[config.mk]
export PLATFORM = sky130hd
export DESIGN_NAME = alu_share_arb
export DESIGN_NICKNAME = d
export VERILOG_FILES = /design/src/rtl/alu_share_arb.sv
export SDC_FILE = /design/constraint.sdc
export NUM_CORES = 1
export LEC_CHECK = 0
export CAP_MARGIN = 25
export CELL_PAD_IN_SITES_DETAIL_PLACEMENT = 1
export CELL_PAD_IN_SITES_GLOBAL_PLACEMENT = 1
export CORE_MARGIN = 1
export CORE_UTILIZATION = 22
export CTS_CLUSTER_SIZE = 20
export DETAILED_ROUTE_END_ITERATION = 10
export PLACE_DENSITY_LB_ADDON = 0.12
export SYNTH_ARGS = -nofsm -noshare
export SYNTH_HDL_FRONTEND = slang
export SYNTH_SLANG_ARGS = --single-unit
[constraint.sdc]
create_clock -name clk -period 1.3 [get_ports clk]
set_input_delay 0.26 -clock clk [delete_from_list [all_inputs] [get_ports clk]]
set_output_delay 0.26 -clock clk [all_outputs]
set_load 0.05 [all_outputs]
[src/rtl/alu_share_arb.sv]
// Shares one combinational ALU between two valid/ready clients: grant, issue registered operands, capture result, return it.
// Define ALU_ARB_FIXED_PRIO_EN for fixed priority (client 0 wins ties); default is round-robin.
module alu_share_arb #(
    parameter int WIDTH = 32,
    parameter int SELW  = 3
) (
    input  logic             clk,
    input  logic             rst,
    input  logic [1:0]       req_valid,
    output logic [1:0]       req_ready,
    input  logic [WIDTH-1:0] req_x0,
    input  logic [WIDTH-1:0] req_y0,
    input  logic [SELW-1:0]  req_sel0,
    input  logic [WIDTH-1:0] req_x1,
    input  logic [WIDTH-1:0] req_y1,
    input  logic [SELW-1:0]  req_sel1,
    output logic [1:0]       rsp_valid,
    input  logic [1:0]       rsp_ready,
    output logic [WIDTH-1:0] rsp_z,
    output logic             rsp_zero,
    output logic [WIDTH-1:0] alu_x,
    output logic [WIDTH-1:0] alu_y,
    output logic [SELW-1:0]  alu_sel,
    input  logic [WIDTH-1:0] alu_z,
    input  logic             alu_zero,
    output logic             busy
);

    typedef enum logic [1:0] {IDLE, EXEC, RESP} state_t;

    state_t           state_reg, state_next;
    logic             gnt_reg;
    logic             win;
    logic             grant_en;
    logic             rsp_en;
    logic             accept;
    logic [WIDTH-1:0] alu_x_reg, alu_y_reg, rsp_z_reg;
    logic [SELW-1:0]  alu_sel_reg;
    logic             rsp_zero_reg;

`ifdef ALU_ARB_FIXED_PRIO_EN
    always_comb begin
        win = ~req_valid[0];
    end
`else
    logic last_reg;

    // Ties go to the client that was not served last; a lone requester always wins.
    always_comb begin
        if (&req_valid)
            win = ~last_reg;
        else
            win = ~req_valid[0];
    end

    always_ff @(posedge clk) begin
        if (rst)
            last_reg <= 1'b1;
        else if (accept)
            last_reg <= win;
    end
`endif

    always_ff @(posedge clk) begin
        if (rst)
            state_reg <= IDLE;
        else
            state_reg <= state_next;
    end

    always_comb begin
        state_next = state_reg;
        case (state_reg)
            IDLE:    if (|req_valid) state_next = EXEC;
            EXEC:    state_next = RESP;
            RESP:    if (rsp_ready[gnt_reg]) state_next = IDLE;
            default: state_next = IDLE;
        endcase
    end

    always_comb begin
        grant_en = 1'b0;
        rsp_en   = 1'b0;
        busy     = 1'b1;
        case (state_reg)
            IDLE: begin
                grant_en = |req_valid;
                busy     = 1'b0;
            end
            RESP:    rsp_en = 1'b1;
            default: ;
        endcase
    end

    assign accept = grant_en;

    for (genvar gi = 0; gi < 2; gi++) begin : g_client
        assign req_ready[gi] = grant_en && (win == 1'(gi));
        assign rsp_valid[gi] = rsp_en && (gnt_reg == 1'(gi));
    end

    always_ff @(posedge clk) begin
        if (rst) begin
            alu_x_reg    <= '0;
            alu_y_reg    <= '0;
            alu_sel_reg  <= '0;
            gnt_reg      <= 1'b0;
            rsp_z_reg    <= '0;
            rsp_zero_reg <= 1'b0;
        end else begin
            if (accept) begin
                alu_x_reg   <= win ? req_x1 : req_x0;
                alu_y_reg   <= win ? req_y1 : req_y0;
                alu_sel_reg <= win ? req_sel1 : req_sel0;
                gnt_reg     <= win;
            end
            if (state_reg == EXEC) begin
                rsp_z_reg    <= alu_z;
                rsp_zero_reg <= alu_zero;
            end
        end
    end

    assign alu_x    = alu_x_reg;
    assign alu_y    = alu_y_reg;
    assign alu_sel  = alu_sel_reg;
    assign rsp_z    = rsp_z_reg;
    assign rsp_zero = rsp_zero_reg;

endmodule

# == Yosys cells after proc, flatten, opt, wreduce, memory -nomap -nowiden ==
# Index checks and enable logic that the tools add are counted.
# op_classes
n_lt_le_gt_ge,1
eq_ne,4
muxes,12
bitwise,4
n_reduce_logical,8
# op_table
cell,count
32-bit two-way mux,2
1-bit two-way mux,6
2-bit one-hot mux with 3 select lines,1
1-bit logical AND,4
2-bit two-way mux,2
2-bit inequality test (second input constant),2
1-bit inverter,4
2-bit AND reduction,2
3-bit two-way mux,1
2-bit by 1-bit equality test with 1-bit output (second input constant),1
2-bit equality test (second input constant),1
2-bit zero test,1
1-bit by 2-bit less-than comparator with 1-bit output (second input constant),1
2-bit OR reduction,1
# word_totals
regBits,104
in_bits,173
out_inout_bits,105
elab_cells,37

# == Depth between registers and ports, before layout ==
# logic_depth
word_depth,4
ltp_mapped,6
ltp_nobuf,4

# == Worst setup path after synthesis ==
# No wires, ideal clock.
# synth_timing
path_kind,register to output
startpoint,reg state_reg[1]
endpoint,out rsp_valid[0]
arrival_ns,1.622
t_required_ns,1.040
setup_slack_ns,-0.582
path_stages_with_launch,2
n_path_buf,0
path_cell_list,dfxtp_1 nor3b_1
# synth_between
elab_chain_len,3
# synth_lines
element,line,rtl
from (decl),31,"state_t state_reg, state_next;"
from (signal assigned),68,state_reg <= state_next;
2-bit equality test,85,case (state_reg)
1-bit two-way mux,85,
1-bit logical AND,99,assign rsp_valid[gi] = rsp_en && (gnt_reg == 1'(gi));
to (decl),17,"output logic [1:0] rsp_valid,"
# Every way passes these cells.

# == Worst setup path after layout ==
# layout_timing
startpoint,reg state_reg[0]
endpoint,out req_ready[0]
# layout_between
elab_chain_len,3
# layout_lines
element,line,rtl
2-bit zero test,85,
1-bit two-way mux,85,
1-bit logical AND,98,assign req_ready[gi] = grant_en && (win == 1'(gi));
to (decl),10,"output logic [1:0] req_ready,"
# Every way passes these cells.

==> summary by stage <==
Logic synthesis
The number of warnings reported in the yosys synthesis log is 0. The top cell type by area accounts for 47.7% of the synthesized area. The fraction of the yosys area taken by sequential cells is 47.7%.

The synthesized netlist contains 24 unique library cells. The count of flip-flops with a built-in enable after synthesis is 0. The average cell area after synthesis is 7.86 um^2.

The largest area contributor in the netlist is sky130_fd_sc_hd__dfxtp_1. After synthesis the netlist holds a flip-flop and latch count of 104. In the synthesized netlist, the number of instances is 555.

The mapped netlist covers 0.00436 mm^2. The number of nets in the synthesized netlist is 728. Sorting the synthesized cells by area gives the leading types as sky130_fd_sc_hd__dfxtp_1 48%, sky130_fd_sc_hd__nand3_1 15%, sky130_fd_sc_hd__a31oi_1 9.6%, sky130_fd_sc_hd__o21ai_1 7.9%, sky130_fd_sc_hd__nand2_1 5.8%. The fraction of registers with async set/reset is 0%. The leading register cell type out of synthesis is sky130_fd_sc_hd__dfxtp_1.

Timing
The transition time at the pin with the least slew margin is 325 ps. Across all setup checks in the final design, the least slack found is -230 ps. In the finished design, the share of the clock period the worst path needs comes to 118%. The count of pins over their slew limit was 0. The number of hold violations in the final report is 0. In the final timing run, aggregate negative setup slack is -11310 ps. Subtracting the final worst setup slack from the clock period gives 1530 ps. Static timing analysis puts the maximum clock frequency at 0.653 GHz. Headroom to the max-slew limit came out at 78.3%. Setup violations remaining at the end of the flow were counted as 72. Clock skew on the completed layout was measured at 6.38 ps. Setup repair after global routing could not meet its margin everywhere.

Finish
Cells fill 50.1% of the core in the end. The ratio of cells with drive above 1 in the final layout is 27.4%. The area used by multi-input combinational logic is 0.00222 mm^2.

The count of fill cells added during filler insertion is 2116. The repair_antennas step left the layout with diodes totalling 0. Relative to the synthesized area, the layout overhead comes to 123%. For this run, the number of standard cells in the final layout without fillers is 1108.

The summed area of non-filler cells in the final layout is 0.00974 mm^2. The sequential cell area in the final layout is 0.00209 mm^2. The number of nets at the end of the flow is 1011.

Die
The area of the placeable core is 0.0195 mm^2. The starting density of the core is 22.4%. In this run the vertical extent of the chip is 143 um. The die covers 0.0204 mm^2. In this run the core area contains 51 standard-cell rows. The width of the die is 143 um. Pin placement for this block handled 278 I/O pins.

Clock tree
The root buffer cell is sky130_fd_sc_hd__clkbuf_16. The H-tree depth reported by CTS is 3. The clock-pin slew on the worst setup and hold paths is 70 ps. The deepest clock path buffer count is 2. The clock tree from TritonCTS is built. The number of sinks handled by clock tree synthesis is 104. In this run, post-CTS hold repair placed 0 buffers. Clock tree synthesis inserted a total of 9 buffers.

The worst-skew pair later-pin latency is 350 ps.

Setup path
Traced cell by cell, the critical path runs through nor2_4 -> and3_4 -> buf_12. The type of element launching the critical path is a register. The slowest library cell on the worst path is sky130_fd_sc_hd__dfxtp_4.

The kind of end point of the critical path is an output pin. The maximum fanout encountered on the critical timing path is 4. The required arrival time at the worst endpoint is 1040 ps. At the worst endpoint, the arrival time is 1270 ps. The largest single stage delay on the critical path is 370 ps. The worst setup path is of the register to output pin kind.

Power and ir drop
The net switching component of the power is 3940 uW. In this run, the clock network consumes 26.8% of the power. The share of total power in sequential cells is 32.9%. The maximum ir drop on the vdd rail is 613 uV. Net switching is 34.3% of the power. The internal power is 7570 uW. The ratio of total power to cell area is 1180 mW/mm^2. For this design the static power due to leakage is 0.00353 uW. Of the total power, combinational logic draws 40.3%.

Place
The minimum setup slack after placement is -472 ps. The placed instance area is 0.00860 mm^2. Detailed placement ended at an HPWL of 14600 um.

The port buffer count is 277. The instance count after placement with tap cells included is 1060. At the end of routability-driven placement, the weighted congestion stood at 0.749.

Routing
The vias per cell is 5.01. The routed wire length is 23200 um. The detailed router finished its first iteration with 146 violations. Detailed routing inserted a total of 5552 vias.

The count of TritonRoute iterations in the first routing pass is 4. The routed length per instance is 20.9 um. The number of routed nets with antenna violations is 0. After detailed routing, the number of remaining DRC violations is 0.

Global routing
The total overflow reported by the global router is 0. The number of global-route vias before repair is 5901. Global routing used 24.5% of the available met1 tracks. The first global-routing pass estimated 33500 um of wire. Entering global routing, the biggest net connects 49 pins. Global routing used 21.8% of the available tracks. In the global route stage, met3 resource usage came out at 7.11%. The number of antenna violations at the first check in global routing is 0. Global routing consumed, on the met2 layer, 38.0% of the routing resources. The layer carrying the most global-route usage is met2.

Run status
The run finished, with violations left. The final reports fail on setup timing.

Job
Max-cap violations in this run came to 0.

Min path
The path type of the worst min-delay path is input port to register.
-- metrics by stage --
| step | hold slack (ps) | power, uW |
|---|---|---|
| floorplan | 396 | 5570 |
| global route | 313 | 12000 |
| detailed placement | 489 | 7870 |
| CTS | 293 | 11400 |
| finish | 305 | 11500 |
| global placement | 480 | 7800 |
-- routing by layer --
layer  vias up  part of all wire (%)
li1       2572                     -
met1      2697                    40
met2       235                    48
met3        48                   8.2
met4         0                   3.6
met5         -                     0
-- power groups by stage --
stage	Sequential, uW	Combinational, uW	Clock (uW)
CTS	3790	4460	3180
global route	3820	4850	3300
finish	3780	4640	3080
detailed placement	3850	4020	0
global placement	3840	3960	0
floorplan	4610	961	0
-- Yosys cell counts (2+ instances only) --
cell,instances
sky130_fd_sc_hd__nand2_1,67
sky130_fd_sc_hd__a21oi_1,35
sky130_fd_sc_hd__o21ai_1,69
sky130_fd_sc_hd__buf_6,3
sky130_fd_sc_hd__buf_2,26
sky130_fd_sc_hd__nand3b_1,2
sky130_fd_sc_hd__buf_4,3
sky130_fd_sc_hd__nand2b_1,2
sky130_fd_sc_hd__clkbuf_1,31
sky130_fd_sc_hd__a31oi_1,67
sky130_fd_sc_hd__dfxtp_1,104
sky130_fd_sc_hd__nand3_1,134
-- what timing repair did --
| item | CTS | global route |
|---|---|---|
| endpoints found under the setup margin | 72 | 74 |
| cloned | 8 | 6 |
| pin swaps | 6 | 39 |
| gates resized for setup | 39 | 53 |
| buffers inserted | 17 | 7 |
-- cell type report --
class                           count  share of cell area [%]
Clock inverter                      6                   0.937
Sequential cell                   104                    21.5
Inverter                            2                   0.141
Tap cell                          265                    3.40
Multi-Input combinational cell    386                    22.8
Clock buffer                       10                    2.45
Timing Repair Buffer              335                    48.9
-- kinds of logic (layout without fill, tap and decap cells) --
family,count (synthesis),in the layout,share of synthesized area (%)
flops,104,104,47.7
mux,1,1,0.229
buf+inv,65,353,7.11
simple gates,213,213,23.2
compound gates,172,172,21.8
-- cells in the final DEF (no fill, tap or decap), types with 2 or more instances in the layout --
master	instances
sky130_fd_sc_hd__clkdlybuf4s50_1	169
sky130_fd_sc_hd__buf_12	123
sky130_fd_sc_hd__nand3_1	104
sky130_fd_sc_hd__dfxtp_1	101
sky130_fd_sc_hd__a31oi_1	66
sky130_fd_sc_hd__nand2_1	66
sky130_fd_sc_hd__o21ai_1	64
sky130_fd_sc_hd__a21oi_1	35
sky130_fd_sc_hd__nand3_2	29
sky130_fd_sc_hd__clkbuf_16	14
sky130_fd_sc_hd__buf_6	13
sky130_fd_sc_hd__buf_4	12
sky130_fd_sc_hd__buf_8	6
sky130_fd_sc_hd__buf_16	5
sky130_fd_sc_hd__o21ai_2	4
sky130_fd_sc_hd__nor2_4	2
sky130_fd_sc_hd__nor3b_4	2
sky130_fd_sc_hd__nand3b_1	2
sky130_fd_sc_hd__bufinv_16	2
sky130_fd_sc_hd__clkinv_4	2
sky130_fd_sc_hd__dlygate4sd2_1	2
sky130_fd_sc_hd__dfxtp_4	2
-- path summary, 6_finish.rpt --
check | startpoint | end | slack [ps] | cells past startpoint
setup / recovery | state_reg[0] | req_ready[0] | -230 | 3
hold / removal | rst | state_reg[1] | 300 | 2
setup reg to reg | state_reg[1] | alu_x[12] | -220 | 8
hold reg to reg | rsp_z[30] | rsp_z[30] | 490 | 2
-- critical path: cells and delay by family, from the launching register on --
kind                   cells  cell delay [ps]
DFF                        1              370
and+or+nand+nor            2              420
buffers and inverters      1              130
Note: power is estimated with default switching activity, not from simulation.
